<file path="src/rtl/pc_fetch_ctrl_pkg.sv">
// Shared constants, state encodings and types for the instruction-fetch controller.
package pc_fetch_ctrl_pkg;

  localparam int XLEN = 32;

  localparam logic [XLEN-1:0] DEF_RESET_PC = 32'h0000_0000;
  localparam logic [XLEN-1:0] DEF_NOP_INSN = 32'h0000_0013;

  localparam logic [1:0] ST_BOOT  = 2'd0;
  localparam logic [1:0] ST_FETCH = 2'd1;
  localparam logic [1:0] ST_HOLD  = 2'd2;
  localparam logic [1:0] ST_DRAIN = 2'd3;

  typedef struct packed {
    logic [XLEN-1:0] inst;
    logic [XLEN-1:0] pc;
    logic            valid;
  } skid_entry_t;

  function automatic logic [XLEN-1:0] word_align(input logic [XLEN-1:0] a);
    return {a[XLEN-1:2], 2'b00};
  endfunction

endpackage

</file>
<file path="src/rtl/pc_fetch_ctrl_skid_buf.sv">
// Single-entry {inst, pc, valid} buffer that parks a word fetched while the
// decode stage is stalled. Clear wins over load, load wins over unload.
module pc_fetch_ctrl_skid_buf
  import pc_fetch_ctrl_pkg::*;
(
  input  logic            clk_i,
  input  logic            rst_i,
  input  logic            load_i,
  input  logic            clear_i,
  input  logic            unload_i,
  input  logic [XLEN-1:0] inst_i,
  input  logic [XLEN-1:0] pc_i,
  output skid_entry_t     entry_o
);

  always_ff @(posedge clk_i or posedge rst_i) begin
    if (rst_i) begin
      entry_o <= '0;
    end else if (clear_i) begin
      entry_o.valid <= 1'b0;
    end else if (load_i) begin
      entry_o.inst  <= inst_i;
      entry_o.pc    <= pc_i;
      entry_o.valid <= 1'b1;
    end else if (unload_i) begin
      entry_o.valid <= 1'b0;
    end
  end

endmodule

</file>
<file path="src/rtl/pc_fetch_ctrl.sv">
// Program counter and instruction-memory fetch handshake feeding IF/ID; takes
// EX-stage redirects, flushes the wrong path and honours load-use stalls.
//
// state | meaning
// BOOT  | one idle cycle after reset release, no request
// FETCH | request at addr, accepted words go straight to IF/ID
// HOLD  | word parked in skid buffer while decode is stalled, no request
// DRAIN | finishing an un-acked request after a redirect, data is discarded
module pc_fetch_ctrl
  import pc_fetch_ctrl_pkg::*;
#(
  parameter logic [XLEN-1:0] RESET_PC = DEF_RESET_PC,
  parameter logic [XLEN-1:0] NOP_INSN = DEF_NOP_INSN
) (
  input  logic            clk_i,
  input  logic            rst_i,
  input  logic            pc_sel_i,
  input  logic [XLEN-1:0] target_i,
  input  logic            stall_i,
  output logic            imem_req_o,
  output logic [XLEN-1:0] imem_addr_o,
  input  logic            imem_ack_i,
  input  logic [XLEN-1:0] imem_rdata_i,
  output logic [XLEN-1:0] inst_o,
  output logic [XLEN-1:0] pc_o,
  output logic            inst_valid_o,
  output logic            flush_o,
  output logic            misalign_o,
  output logic [XLEN-1:0] redirect_cnt_o
);

  logic [1:0]      state;
  logic [XLEN-1:0] addr;
  logic [XLEN-1:0] drain_target;
  logic [XLEN-1:0] target_aligned;
  logic            fire;
  logic            skid_load;
  logic            skid_unload;
  skid_entry_t     skid;

  assign imem_req_o     = (state == ST_FETCH) || (state == ST_DRAIN);
  assign imem_addr_o    = addr;
  assign fire           = imem_req_o && imem_ack_i;
  assign target_aligned = word_align(target_i);
  assign flush_o        = pc_sel_i && !rst_i;

  assign skid_load   = !pc_sel_i && (state == ST_FETCH) && fire && stall_i;
  assign skid_unload = !pc_sel_i && (state == ST_HOLD) && !stall_i;

  pc_fetch_ctrl_skid_buf u_skid (
    .clk_i    (clk_i),
    .rst_i    (rst_i),
    .load_i   (skid_load),
    .clear_i  (pc_sel_i),
    .unload_i (skid_unload),
    .inst_i   (imem_rdata_i),
    .pc_i     (addr),
    .entry_o  (skid)
  );

  always_ff @(posedge clk_i or posedge rst_i) begin
    if (rst_i) begin
      state          <= ST_BOOT;
      addr           <= RESET_PC;
      drain_target   <= RESET_PC;
      inst_o         <= NOP_INSN;
      pc_o           <= RESET_PC;
      inst_valid_o   <= 1'b0;
      misalign_o     <= 1'b0;
      redirect_cnt_o <= '0;
    end else begin
      misalign_o <= 1'b0;
      if (pc_sel_i) begin
        redirect_cnt_o <= redirect_cnt_o + 32'd1;
        inst_valid_o   <= 1'b0;
        inst_o         <= NOP_INSN;
        misalign_o     <= |target_i[1:0];
        // An outstanding request must keep its address until it is acked.
        if (imem_req_o && !imem_ack_i) begin
          drain_target <= target_aligned;
          state        <= ST_DRAIN;
        end else begin
          addr  <= target_aligned;
          state <= ST_FETCH;
        end
      end else begin
        case (state)
          ST_BOOT: begin
            state <= ST_FETCH;
          end
          ST_FETCH: begin
            if (fire) begin
              if (stall_i) begin
                state <= ST_HOLD;
              end else begin
                inst_o       <= imem_rdata_i;
                pc_o         <= addr;
                inst_valid_o <= 1'b1;
                addr         <= addr + 32'd4;
              end
            end else if (!stall_i) begin
              inst_o       <= NOP_INSN;
              inst_valid_o <= 1'b0;
            end
          end
          ST_HOLD: begin
            if (!stall_i) begin
              inst_o       <= skid.inst;
              pc_o         <= skid.pc;
              inst_valid_o <= skid.valid;
              addr         <= skid.pc + 32'd4;
              state        <= ST_FETCH;
            end
          end
          ST_DRAIN: begin
            if (imem_ack_i) begin
              addr  <= drain_target;
              state <= ST_FETCH;
            end
          end
          default: state <= ST_BOOT;
        endcase
      end
    end
  end

endmodule

</file>
<file path="config.mk">
export PLATFORM = sky130hd
export DESIGN_NAME = pc_fetch_ctrl
export DESIGN_NICKNAME = d
export VERILOG_FILES = /design/src/rtl/pc_fetch_ctrl_pkg.sv /design/src/rtl/pc_fetch_ctrl_skid_buf.sv /design/src/rtl/pc_fetch_ctrl.sv
export SDC_FILE = /design/constraint.sdc
export NUM_CORES = 1
export LEC_CHECK = 0
export ABC_AREA = 1
export CORE_ASPECT_RATIO = 0.5
export CORE_MARGIN = 8
export CORE_UTILIZATION = 51
export CTS_BUF_LIST = sky130_fd_sc_hd__clkbuf_16
export CTS_CLUSTER_DIAMETER = 100
export DETAILED_ROUTE_END_ITERATION = 10
export GPL_ROUTABILITY_DRIVEN = 0
export HOLD_SLACK_MARGIN = 0.12
export PLACE_DENSITY = 0.88
export SLEW_MARGIN = 20
export SYNTH_ARGS = -nofsm -noshare
export SYNTH_HDL_FRONTEND = slang
export SYNTH_SLANG_ARGS = --single-unit
</file>
<file path="constraint.sdc">
create_clock -name clk_i -period 13.02 [get_ports clk_i]
set_clock_uncertainty 0.15 [all_clocks]
set_input_delay 3.906 -clock clk_i [delete_from_list [all_inputs] [get_ports clk_i]]
set_output_delay 3.906 -clock clk_i [all_outputs]
set_load 0.01 [all_outputs]
</file>
==> run summary, run 1 <==
grt peak-use layer: met2
most common cell in the netlist: nand2_1
area fraction in compound gates after synthesis: 13.4%
Post-Synth Simple-Gate Area: 24.9%
WP data required: 8.96 ns
Final Hold Violating Endpoints: 0
R2R Setup Slk: 9.19 ns
Sw Ratio: 41.1%
GR met2 Demand/Resource: 36.2%
htree depth: 1
hold_buf cts: 0
core area: 0.0218 mm^2
Ports: 201
syn avg cell area: 8.18 um^2
Main synth FF type: dfrtp_1
total track usage: 22.1%
Post-CTS Setup Repair Bufs: 0
Die Width: 228 um
drt pass-1 iters: 5
clock root cell: clkbuf_16
top cells by count, synth: 400 x nand2_1, 224 x dfrtp_1, 164 x o21ai_0, 150 x inv_1, 71 x nand3_1
post-DR wirelength/cell: 16.7 um
WP data arrival: 5.96 ns
# port buffers: 200
Seq cells post-synth: 227
Comb power frac: 43.4%
final net count: 1629
run status: completed
pin count of the biggest net entering global routing: 141
largest family of logic cells by synthesized area: simple AND/OR/NAND/NOR gates
Clock Pin Slew Worst Setup and Hold Paths: 0.06 ns
R2R Path End: imem_addr_o[30]$_DFFE_PP0P_
clock share of power: 19.4%
top post-synthesis cells by area: dfrtp_1 49%, nand2_1 13%, o21ai_0 7.2%, inv_1 4.9%, nand3_1 3.1%
Lkg Pwr: 0.00682 uW
Mapped Cells: 1395
layout cells sized above 1: 9.23%
Worst Hold Path Cells: 2
Power Internal: 1830 uW
Final setup viols: 0
Die H: 122 um
Rows: 38
Post-Synth XOR/XNOR Area: 2.38%
Initial Utilization: 52.3%
final worst setup slack: 3.00 ns
Final Cell Area: 0.0142 mm^2
global route total overflow: 0
Hold/Removal Path Class: reg -> reg
via count: 10000
Syn. warnings: 0
Syn Std Cell Area: 0.0114 mm^2
Post-Place Cells: 1834
area post-placement: 0.0135 mm^2
minimum clock period: 10.02 ns
Worst Setup EP: flush_o
Synth Area in Adders: 0.219%
GR Util met1: 29.8%
Switch Pwr: 1280 uW
vias in the first global route: 9685
TritonCTS Sinks: 227
pre-CTS setup slack: 3.03 ns
detail-routed via count per cell: 5.36
pwr dens: 219 mW/mm^2
DRT antenna net count: 0
die area: 0.0277 mm^2
post-detail-place hpwl: 21600 um
Max-slew headroom: 25.9%
CP Capture Type: output pin
DRC: 0
startpoint types: input pin
Netlist cell types: 42
antenna violations before repair: 1
CTS resizes: 0
worst reg2reg path depth: 15
Clk Latency, worst-skew pair: 0.51 ns
Max FO, Critical Path: 44
TritonCTS Buffers: 22
fmax: 0.0998 GHz
met3 GRT Util: 3.77%
share of the synthesized area in the top cell type: 49.1%
Post-Syn Nets: 1466
RSZ-0062 raised after global routing: no
Yosys top cell by area: dfrtp_1
VDD IR-drop max: 0.0000977 V
Seq/Total Area, Yosys: 49.8%
Reg2Reg Launch Point: state[1]$_DFFE_PP0P_
post-synthesis mux area share: 1.08%
clk buf depth: 3
max_cap viols: 0
final design utilization: 65.1%
Post-Layout Cell Count: 1872
fin. max-slew vios: 0
Flop pwr share: 37.2%
EDFF count, synth: 0
Setup TNS: 0 ns
CTS tree: yes
Critical path origin: pc_sel_i
Crit Path Class: in -> out
first-pass GRT wire length: 50500 um
WL final: 31200 um
Synth async-reset ratio: 100%
worst slew pin tran: 1.11 ns
Starting DRT DRC Count: 906
area grow syn2layout: 24.4%
Final period util: 76.9%
==> kinds of logic (layout without fill, tap and decap cells) <==
family          count (synthesis)  in the layout
compound gates                271            271
xor+xnor                       31             31
fa+ha+maj                       2              2
buf+inv                       228            404
flops                         227            227
mux                            11             11
other cells                     0              1
simple gates                  625            625
==> flip-flops by register name, summed over array words and instances, names as in the netlist <==
signal          cells
imem_addr_o        32
inst_valid_o        1
u_skid.entry_o     65
redirect_cnt_o     32
misalign_o          1
state               2
pc_o               32
drain_target       30
inst_o             32
==> how the worst min path moves through the flow <==
stage / endpoint / slack [ns] / start
after floorplan: u_skid.entry_o[27]$_DFFE_PP0P_ / 0.29 / u_skid.entry_o[27]$_DFFE_PP0P_
after global placement: pc_o[1]$_DFFE_PP0P_ / 0.30 / pc_o[1]$_DFFE_PP0P_
after detailed placement: pc_o[10]$_DFFE_PP0P_ / 0.31 / pc_o[10]$_DFFE_PP0P_
after CTS: pc_o[10]$_DFFE_PP0P_ / 0.33 / pc_o[10]$_DFFE_PP0P_
after global routing: u_skid.entry_o[25]$_DFFE_PP0P_ / 0.35 / u_skid.entry_o[25]$_DFFE_PP0P_
final: pc_o[10]$_DFFE_PP0P_ / 0.32 / pc_o[10]$_DFFE_PP0P_
==> power groups by stage <==
stage | sequential [uW] | clock (uW) | combinational (uW)
after floorplan | 1170 | 0 | 814
after global placement | 1150 | 0 | 1300
after detailed placement | 1160 | 0 | 1340
after CTS | 1150 | 613 | 1350
after global routing | 1190 | 642 | 1490
final | 1160 | 604 | 1350
==> metrics by stage <==
| step | power [uW] | hold WS [ns] |
|---|---|---|
| finish | 3110 | 0.320 |
| global route | 3320 | 0.351 |
| global placement | 2450 | 0.304 |
| CTS | 3120 | 0.325 |
| detailed placement | 2500 | 0.311 |
| floorplan | 1980 | 0.294 |
==> cell usage in the layout, fill, tap and decap left out, types with 4 or more instances in the layout <==
cell type        instances
a21oi_1                 41
nand2_2                 28
o211ai_1                 4
o21ai_0                164
nand3_1                 70
clkbuf_16               23
xnor2_1                  8
inv_2                   10
mux2_2                  11
nor3_1                  11
nand2_1                400
xor2_1                  23
inv_1                  150
buf_4                    6
clkdlybuf4s50_1        199
nor2_2                  14
nor2_1                  47
nand4_1                 17
o21ai_1                 13
o22ai_1                  6
clkinv_2                 6
nor2_4                  16
o21ai_2                  7
a22o_1                  29
dfrtp_1                224
nand2_4                  8
clkinv_1                 5
==> layout make-up <==
type	count	area (um^2)
tap	300	375
timing repair buffer	207	2050
fill	1740	7620
inverter	160	608
antenna	1	2.50
clock buffer	23	576
multi-input combinational	940	4810
sequential	227	5680
clock inverter	14	90.1
==> worst max-delay path, stage by stage <==
cell and delay, ns:
buf_2 0.69, inv_2 0.57, nor2_1 0.21, clkdlybuf4s50_1 0.57
==> metal layers <==
| layer | up-vias | wire, um |
|---|---|---|
| met5 | - | 0 |
| met4 | 0 | 1020 |
| met3 | 65 | 2060 |
| met1 | 4747 | 13400 |
| met2 | 402 | 14800 |
| li1 | 4814 | - |
No activity file was read; power rests on OpenSTA's default activity.
==> run 2: changes to the inputs <==
--- a/config.mk
+++ b/config.mk
@@ -8,13 +8,13 @@
 export ABC_AREA = 1
 export CORE_ASPECT_RATIO = 0.5
 export CORE_MARGIN = 8
-export CORE_UTILIZATION = 51
+export CORE_UTILIZATION = 48
 export CTS_BUF_LIST = sky130_fd_sc_hd__clkbuf_16
 export CTS_CLUSTER_DIAMETER = 100
 export DETAILED_ROUTE_END_ITERATION = 10
 export GPL_ROUTABILITY_DRIVEN = 0
 export HOLD_SLACK_MARGIN = 0.12
-export PLACE_DENSITY = 0.88
+export PLACE_DENSITY = 0.87
 export SLEW_MARGIN = 20
 export SYNTH_ARGS = -nofsm -noshare
 export SYNTH_HDL_FRONTEND = slang
==> constraint.sdc (replaced) <==
create_clock -name clk_i -period 9.05 [get_ports clk_i]
set_clock_uncertainty 0.15 [all_clocks]
set_input_delay 2.715 -clock clk_i [delete_from_list [all_inputs] [get_ports clk_i]]
set_output_delay 2.715 -clock clk_i [all_outputs]
set_load 0.01 [all_outputs]
==> run summary, run 2 (same netlist as run 1, synthesis figures left out) <==
final design utilization: 60.0% (was 65.1%)
minimum clock period: 6.87 ns
clock root cell: clkbuf_16 (unchanged)
WL final: 33400 um (was 31200 um)
Ports: 201 (unchanged)
layout cells sized above 1: 9.34% (was 9.23%)
Clk Latency, worst-skew pair: 0.52 ns (was 0.51 ns)
Max Used Layer: met4 (unchanged)
Hold WS: 0.334 ns (was 0.320 ns)
clock share of power: 18.3% (was 19.4%)
CTS resizes: 0 (unchanged)
Die Width: 234 um (was 228 um)
Post-CTS Setup Repair Bufs: 0 (unchanged)
CP Cell Sequence: buf_2 > inv_2 > nor2_1 > clkdlybuf4s50_1 (unchanged)
pin count of the biggest net entering global routing: 107 (was 141)
Slowest Stage Delay on Critical Path: 0.58 ns (was 0.69 ns)
Comb power frac: 44.4% (was 43.4%)
CP Capture Type: output pin (unchanged)
critical path's slowest cell: inv_2 (was buf_2)
Initial Utilization: 48.2% (was 52.3%)
WP depth: 4 (unchanged)
Final period util: 75.9%
antenna violations before repair: 1 (unchanged)
Final setup viols: 0 (unchanged)
final net count: 1632 (was 1629)
total track usage: 22.3% (was 22.1%)
largest reg by FF count: u_skid.entry_o (unchanged)
TritonCTS Buffers: 21 (was 22)
fmax: 0.146 GHz
post-DR wirelength/cell: 17.7 um (was 16.7 um)
global route total overflow: 0 (unchanged)
cell family with most CP delay: buffers and inverters (unchanged)
Fillers: 2058 (was 1740)
Post-Layout Cell Count: 1890 (was 1872)
met3 wire len: 2980 um (was 2060 um)
die area: 0.0293 mm^2 (was 0.0277 mm^2)
detail-routed via count per cell: 5.42 (was 5.36)
Crit Path Class: in -> out (unchanged)
Power Internal: 2580 uW (was 1830 uW)
TritonCTS Sinks: 227 (unchanged)
area grow syn2layout: 24.4% (about the same)
clk buf depth: 3 (unchanged)
WP data arrival: 4.01 ns (was 5.96 ns)
Largest register FFs: 65 (unchanged)
startpoint types: input pin (unchanged)
fin. max-slew vios: 0 (unchanged)
Clock Pin Slew Worst Setup and Hold Paths: 0.06 ns (about the same)
DRT antenna net count: 0 (unchanged)
VDD IR-drop max: 0.000140 V (was 0.0000977 V)
WP data required: 6.19 ns (was 8.96 ns)
Setup TNS: 0 ns (unchanged)
Max-slew headroom: 27.5% (was 25.9%)
Die H: 125 um (was 122 um)
Switch Pwr: 1870 uW (was 1280 uW)
Worst Hold Path Cells: 2 (unchanged)
Hold/Removal Path Class: reg -> reg (unchanged)
core area: 0.0237 mm^2 (was 0.0218 mm^2)
Lkg Pwr: 0.00682 uW (about the same)
metal2 WL: 14700 um (was 14800 um)
pwr dens: 313 mW/mm^2 (was 219 mW/mm^2)
Starting DRT DRC Count: 1086 (was 906)
Worst Path Buf+Inv: 3 (unchanged)
worst slew pin tran: 1.09 ns (was 1.11 ns)
vias in the first global route: 9781 (was 9685)
via count: 10300 (was 10000)
Sw Ratio: 42.0% (was 41.1%)
CTS tree: yes (unchanged)
htree depth: 1 (unchanged)
post-detail-place hpwl: 23600 um (was 21600 um)
hold_buf cts: 0 (unchanged)
worst reg2reg path depth: 11 (was 15)
most frequent cells in the layout: 399 x nand2_1, 224 x dfrtp_1, 199 x clkdlybuf4s50_1 (was 400 x nand2_1, 224 x dfrtp_1, 199 x clkdlybuf4s50_1)
RSZ-0062 raised after global routing: no (unchanged)
DRC: 0 (unchanged)
# port buffers: 200 (unchanged)
first-pass GRT wire length: 53300 um (was 50500 um)
run status: completed (unchanged)
commonest non-fill, non-tap cell in the layout: nand2_1 (unchanged)
Max FO, Critical Path: 37 (was 44)
Rows: 40 (was 38)
Flop pwr share: 37.3% (was 37.2%)
Final Hold Violating Endpoints: 0 (unchanged)
M1 WL: 14900 um (was 13400 um)
Post-Place Cells: 1853 (was 1834)
max_cap viols: 0 (unchanged)
drt pass-1 iters: 5 (unchanged)
-- run 2: changes by cell type in the layout (fill, tap and decap cells not counted), sizes merged --
cell,previous run,this run
buf,8,12
inv,161,164
clkbuf,23,21
bufinv,1,0
clkinv,11,10
-- run 2: stage by stage --
step | power, uW | instance area (um^2) | setup slack [ns]
after floorplan | 2850 | 11400 | 2.82
after global placement | 3530 | 13600 | 2.16
after detailed placement | 3620 | 13600 | 2.18
after CTS | 4460 | 14200 | 2.17
after global routing | 4750 | 14200 | 2.08
final | 4440 | 14200 | 2.18
-- run 2: cell type report --
type,instances,area (um^2),area share [%]
tap,315,394,2.78
clock buffer,21,526,3.70
multi-input combinational,940,4810,33.9
timing repair buffer,211,2100,14.8
sequential,227,5680,40.0
clock inverter,15,72.6,0.511
antenna,1,2.50,0.0176
inverter,160,604,4.26
-- run 2: worst paths after layout --
| kind | startpoint | endpoint | slack, ns |
|---|---|---|---|
| min | pc_o[20]$_DFFE_PP0P_ | pc_o[20]$_DFFE_PP0P_ | 0.33 |
| max | pc_sel_i | flush_o | 2.18 |
| min reg2reg | pc_o[20]$_DFFE_PP0P_ | pc_o[20]$_DFFE_PP0P_ | 0.33 |
| max in group asynchronous | rst_i | u_skid.entry_o[28]$_DFFE_PP0P_ | 4.92 |
| max reg2reg | state[0]$_DFFE_PP0P_ | imem_addr_o[3]$_DFFE_PP0P_ | 5.40 |
| min in group asynchronous | rst_i | u_skid.entry_o[40]$_DFFE_PP0P_ | 2.51 |
-- run 2: power by group through the flow --
stage	clock network (uW)	registers, uW	logic [uW]
after global routing	872	1700	2170
after global placement	0	1640	1890
after detailed placement	0	1670	1960
final	813	1660	1970
after CTS	834	1650	1970
after floorplan	0	1680	1170
-- run 2: metal layers --
| layer | track usage [%] | up-vias |
|---|---|---|
| met2 | 33.9 | 428 |
| met4 | 5.75 | 0 |
| li1 | - | 4814 |
| met5 | 0 | - |
| met1 | 31.4 | 4957 |
| met3 | 5.73 | 52 |
-- run 2: worst register-to-register path: cells and delay by family, from the launching register on --
kind                   cells  cell delay [ns]
buffers and inverters      4             1.42
and+or+nand+nor            4             1.05
DFF                        1             0.48
AOI/OAI and AO/OA          3             0.40
